### src/rtl/slice_word_packer.sv
// slice_word_packer: pairs consecutive 16-bit slices into 32-bit words
// (first slice in the low half) and buffers them in a small first-word-
// fall-through FIFO. The input side never stalls; a push that finds the
// FIFO full is dropped and recorded in a sticky overflow flag.
//
// Output handshake: word_o/half_o are meaningful whenever word_valid_o=1.
// A word is transferred on a rising clk_i edge where word_valid_o=1 and
// word_ready_i=1. While word_ready_i=0, word_valid_o stays high and
// word_o/half_o hold their value. word_valid_o never depends on
// word_ready_i.
module slice_word_packer #(
    parameter  int DEPTH = 4,
    localparam int CW    = $clog2(DEPTH) + 1
) (
    input  logic          clk_i,
    input  logic          rst_i,
    input  logic [15:0]   slice_i,
    input  logic          slice_valid_i,
    input  logic          flush_i,
    output logic [31:0]   word_o,
    output logic          half_o,
    output logic          word_valid_o,
    input  logic          word_ready_i,
    output logic [CW-1:0] count_o,
    output logic          pending_o,
    output logic          overflow_o
);

    localparam int PW = CW - 1;
    localparam logic [CW-1:0] FULL_COUNT = CW'(DEPTH);

    // Pack register
    logic [15:0]   low_q;
    logic          pending_q;

    // FIFO state
    logic [32:0]   mem_q [DEPTH];
    logic [PW-1:0] wr_ptr_q;
    logic [PW-1:0] rd_ptr_q;
    logic [CW-1:0] count_q;
    logic          overflow_q;

    // Next-state / push request from the packer
    logic [15:0]   low_d;
    logic          pending_d;
    logic          push_req;
    logic [31:0]   push_word;
    logic          push_half;

    // FIFO control
    logic          pop;
    logic          push_ok;
    logic          drop;
    logic          fifo_empty;

    // Packer: the slice is applied first, then flush looks at the resulting
    // pending state, so a same-cycle slice that became the low half is
    // flushed out as a half word, while a completed pair suppresses flush.
    always_comb begin
        low_d     = low_q;
        pending_d = pending_q;
        push_req  = 1'b0;
        push_word = 32'h0;
        push_half = 1'b0;

        if (slice_valid_i) begin
            if (!pending_q) begin
                low_d     = slice_i;
                pending_d = 1'b1;
            end else begin
                push_req  = 1'b1;
                push_word = {slice_i, low_q};
                pending_d = 1'b0;
            end
        end

        if (flush_i && pending_d) begin
            push_req  = 1'b1;
            push_word = {16'h0, low_d};
            push_half = 1'b1;
            pending_d = 1'b0;
        end
    end

    // FIFO accept/drop decision: a full FIFO still accepts if the head
    // leaves in the same cycle, since the freed slot is the one written.
    always_comb begin
        fifo_empty = (count_q == '0);
        pop        = !fifo_empty && word_ready_i;
        push_ok    = push_req && ((count_q != FULL_COUNT) || pop);
        drop       = push_req && !push_ok;
    end

    // Pack register update
    always_ff @(posedge clk_i) begin
        if (rst_i) begin
            low_q     <= 16'h0;
            pending_q <= 1'b0;
        end else begin
            low_q     <= low_d;
            pending_q <= pending_d;
        end
    end

    // FIFO storage; contents need no reset because the read side is gated
    // by count.
    always_ff @(posedge clk_i) begin
        if (push_ok && !rst_i) begin
            mem_q[wr_ptr_q] <= {push_half, push_word};
        end
    end

    // FIFO pointers, occupancy and sticky overflow
    always_ff @(posedge clk_i) begin
        if (rst_i) begin
            wr_ptr_q   <= '0;
            rd_ptr_q   <= '0;
            count_q    <= '0;
            overflow_q <= 1'b0;
        end else begin
            if (push_ok) begin
                wr_ptr_q <= wr_ptr_q + PW'(1);
            end
            if (pop) begin
                rd_ptr_q <= rd_ptr_q + PW'(1);
            end
            if (push_ok && !pop) begin
                count_q <= count_q + CW'(1);
            end else if (pop && !push_ok) begin
                count_q <= count_q - CW'(1);
            end
            if (drop) begin
                overflow_q <= 1'b1;
            end
        end
    end

    // Head-of-FIFO read, forced to zero when empty
    always_comb begin
        word_o       = 32'h0;
        half_o       = 1'b0;
        word_valid_o = !fifo_empty;
        if (!fifo_empty) begin
            word_o = mem_q[rd_ptr_q][31:0];
            half_o = mem_q[rd_ptr_q][32];
        end
        count_o    = count_q;
        pending_o  = pending_q;
        overflow_o = overflow_q;
    end

endmodule

### config.mk
export PLATFORM = sky130hd
export DESIGN_NAME = slice_word_packer
export DESIGN_NICKNAME = d
export VERILOG_FILES = /design/src/rtl/slice_word_packer.sv
export SDC_FILE = /design/constraint.sdc
export NUM_CORES = 1
export LEC_CHECK = 0
export CAP_MARGIN = 20
export CORE_ASPECT_RATIO = 0.6
export CORE_MARGIN = 3
export CORE_UTILIZATION = 40
export CTS_CLUSTER_SIZE = 25
export DETAILED_ROUTE_END_ITERATION = 16
export DONT_BUFFER_PORTS = 1
export GPL_TIMING_DRIVEN = 0
export PLACE_DENSITY = 0.58
export SYNTH_ARGS = -nofsm -noshare
export SYNTH_HDL_FRONTEND = slang
export SYNTH_SLANG_ARGS = --single-unit
### constraint.sdc
create_clock -name clk_i -period 4.3 [get_ports clk_i]
set_input_delay 0.86 -clock clk_i [delete_from_list [all_inputs] [get_ports clk_i]]
set_output_delay 0.86 -clock clk_i [all_outputs]
set_load 0.01 [all_outputs]
==> key figures <==
Run status
  – Status: complete, no violations

Setup path
  – Critical Path Source Type: flip-flop
  – CP Class: reg -> out
  – Worst Setup SP: count_o[0]
  – Delay-heaviest family, CP: simple AND/OR/NAND/NOR gates
  – CP arrival: 2.07 ns
  – RR Startpoint: pending_o
  – CP Max Fanout: 10
  – Ordered list of cells on the worst path: nor3_4, clkbuf_4, nor2b_4
  – Critical path buffer and inverter count: 1
  – Reg2reg setup slack: 1.81 ns
  – Req. time, crit path: 3.44 ns
  – WP depth: 3
  – Worst r2r dst: mem_q[3][20]
  – Reg2reg path depth: 6
  – Worst path max stage delay: 0.62 ns
  – Kind of end point of the critical path: output port
  – Critical-path top delay cell: nor3_4
  – Critical Path End: word_o[16]

Die
  – Rows: 36
  – I/O pin count: 60
  – Die extent in y: 107 um
  – Starting Density: 0.415
  – Width of the die: 175 um
  – Total die area: 18800 um^2
  – Core area: 16500 um^2

Placed design
  – Dpl cell area: 7270 um^2
  – Placed Cells: 664
  – Final GP Congestion: 0.786
  – Port bufs: 0
  – HPWL Detailed: 9870 um

STA
  – Final Hold Viols: 0
  – Final count of pins violating max slew: 0
  – Worst Max-Slew Pin Slew: 0.656 ns
  – Final Critical Period: 2.93 ns
  – Clock Skew: 0.00918 ns
  – Fin crit share: 0.682
  – TNS Setup: 0 ns
  – FMAX: 0.341 GHz
  – RSZ-0062 raised after global routing: false
  – Final setup viols: 0
  – Slew HR: 0.561

GRT
  – Global route overflow: 0
  – Pin count of the biggest net entering global routing: 20
  – Initial antenna violation count: 0
  – Vias in the first global route: 3833
  – First-pass GRT wire length: 22900 um
  – Total Routing Usage GR: 0.166

Pwr
  – P_leak: 2.63 nW
  – Net Sw Power: 1.28 mW
  – PwrDens: 543 nW/um^2
  – Combinational Power Share: 0.253
  – Switching part of the total: 0.303
  – Maximum VDD drop: 0.377 mV
  – Flop pwr share: 0.423
  – Clock network power share: 0.324
  – Power Internal: 2.95 mW

Clock network
  – CTS H-tree lvls: 4
  – Clock-pin slew on the worst setup and hold paths: 0.06 ns
  – Worst skew pair latency: 0.42 ns
  – CTS root buf: clkbuf_16
  – Post-CTS Setup Inserts: 0
  – Cts repair resizes: 0
  – Hold-fix buffers, CTS: 0
  – CTS buffer count: 17
  – CTS sink cnt: 159
  – Max clock buf depth: 2
  – CTS tree: done

Routing
  – DR vias: 3615
  – 1st-pass router iterations: 4
  – Total length of routed wires: 14600 um
  – Initial drt markers: 265
  – Via-to-Cell Ratio: 5.19
  – Wire per inst: 21.0 um
  – # DRC: 0
  – Final ANT Viol Nets: 0

Synthesis
  – Nets in the synthesized netlist: 460
  – Post-Syn Area: 6870 um^2
  – Primary FF master, synth: edfxtp_1
  – Netlist cell types: 35
  – Post-synthesis cell count: 432
  – Async S/R FF share, synth: 0
  – Post-synth EDFFs: 132
  – Syn Area/Cell: 15.9 um^2
  – Register bit count reported by yosys: 159
  – Seq/Total Area, Yosys: 0.656
  – Syn. warnings: 0

Finish
  – Filler Cell Count: 1435
  – Area of the multi-input gates: 2160 um^2
  – Storage cell area: 4500 um^2
  – Fin cells: 696
  – Inserted Diodes: 0
  – Nets: 483
  – Layout area overhead: 13.7%
  – Share of layout cells above drive strength 1: 0.229
  – Final instance area: 7800 um^2

Run
  – Max_cap viols: 0

Min path
  – Worst Hold Class: reg -> reg
[final cells by class]
type                       count  share of cell area
clock inverter                14              0.0139
tap                          228              0.0366
multi-input combinational    240               0.277
sequential                   159               0.577
clock buffer                  18              0.0550
inverter                       5             0.00241
timing repair buffer           4              0.0141
buffer                        28              0.0242
[layer usage]
layer | GRT usage | wire length (um) | up-vias
met5 | 0 | 0 | -
met1 | 0.238 | 6960 | 1853
met2 | 0.246 | 6480 | 91
li1 | - | - | 1659
met3 | 0.0472 | 1040 | 12
met4 | 0.0478 | 142 | 0
[tightest hold or removal path, delay by kind of cell (launching register included)]
kind	cells	cell delay (ns)
flops	1	0.32
simple gates	1	0.06
compound gates	1	0.05
[cell usage after synthesis (12+ instances only)]
| cell | count | share of area |
|---|---|---|
| a22oi_1 | 16 | 0.017 |
| edfxtp_1 | 132 | 0.58 |
| a21oi_1 | 20 | 0.015 |
| dfxtp_1 | 27 | 0.079 |
| nor2b_4 | 12 | 0.024 |
| nor2b_1 | 36 | 0.033 |
| mux2i_1 | 18 | 0.026 |
| nand2_1 | 50 | 0.027 |
| and2_1 | 21 | 0.019 |
| buf_2 | 14 | 0.010 |
| mux4_2 | 30 | 0.098 |
[through the flow]
| stage | worst slack [ns] | utilization | power [mW] | hold slack (ns) |
|---|---|---|---|---|
| 2_1_floorplan | 1.61 | - | 2.69 | 0.450 |
| 5_1_grt | 1.24 | 0.472 | 4.45 | 0.502 |
| 3_5_place_dp | 1.56 | 0.440 | 2.93 | 0.464 |
| 6_report | 1.37 | 0.472 | 4.24 | 0.478 |
| 3_3_place_gp | 0.809 | 0.433 | 2.90 | 0.457 |
| 4_1_cts | 1.32 | 0.472 | 4.30 | 0.476 |
[sequential cells by signal, summed over array words and instances, names as in the netlist, named ones only]
signal and count:
rd_ptr_q 2, mem_q 132, low_q 16, wr_ptr_q 2, overflow_o 1, pending_o 1, count_o 3
[kinds of logic after synthesis]
family                   count (synthesis)  share of synthesized area
adder cells (fa/ha/maj)                  7                     0.0139
AO/OA/AOI/OAI                           40                     0.0354
AND/OR/NAND/NOR                        138                      0.123
multiplexers                            52                      0.138
XOR/XNOR                                 3                    0.00383
buffers and inverters                   33                     0.0303
flip-flops                             159                      0.656
[power by group through the flow]
stage | combinational (mW) | clock [mW] | sequential (mW)
2_1_floorplan | 0.875 | 0 | 1.81
3_3_place_gp | 1.07 | 0 | 1.82
3_5_place_dp | 1.10 | 0 | 1.83
4_1_cts | 1.11 | 1.40 | 1.79
5_1_grt | 1.18 | 1.47 | 1.80
6_report | 1.07 | 1.37 | 1.79
[cells in the final DEF (no fill, tap or decap), types with 4 or more instances in the layout]
cell        count
and2_1         17
nor2b_4        12
ha_1            6
buf_16          4
dfxtp_1        27
a21oi_1        20
inv_1           5
mux4_2         30
mux2i_1        18
edfxtp_1      132
clkbuf_16      17
nor2b_1        36
and2_2          4
inv_6           5
clkbuf_1        6
clkinvlp_4      4
a22oi_1        16
buf_2          14
nand2_1        50
nor2_1          6
[worst min path at each step]
stage,startpoint,end,cells after the start
floorplan,low_q[0],low_q[0],2
global placement,low_q[6],low_q[6],2
detailed placement,low_q[9],low_q[9],2
CTS,low_q[15],low_q[15],2
global route,low_q[7],low_q[7],2
finish,low_q[15],low_q[15],2
Power figures use the tool's default switching activity.
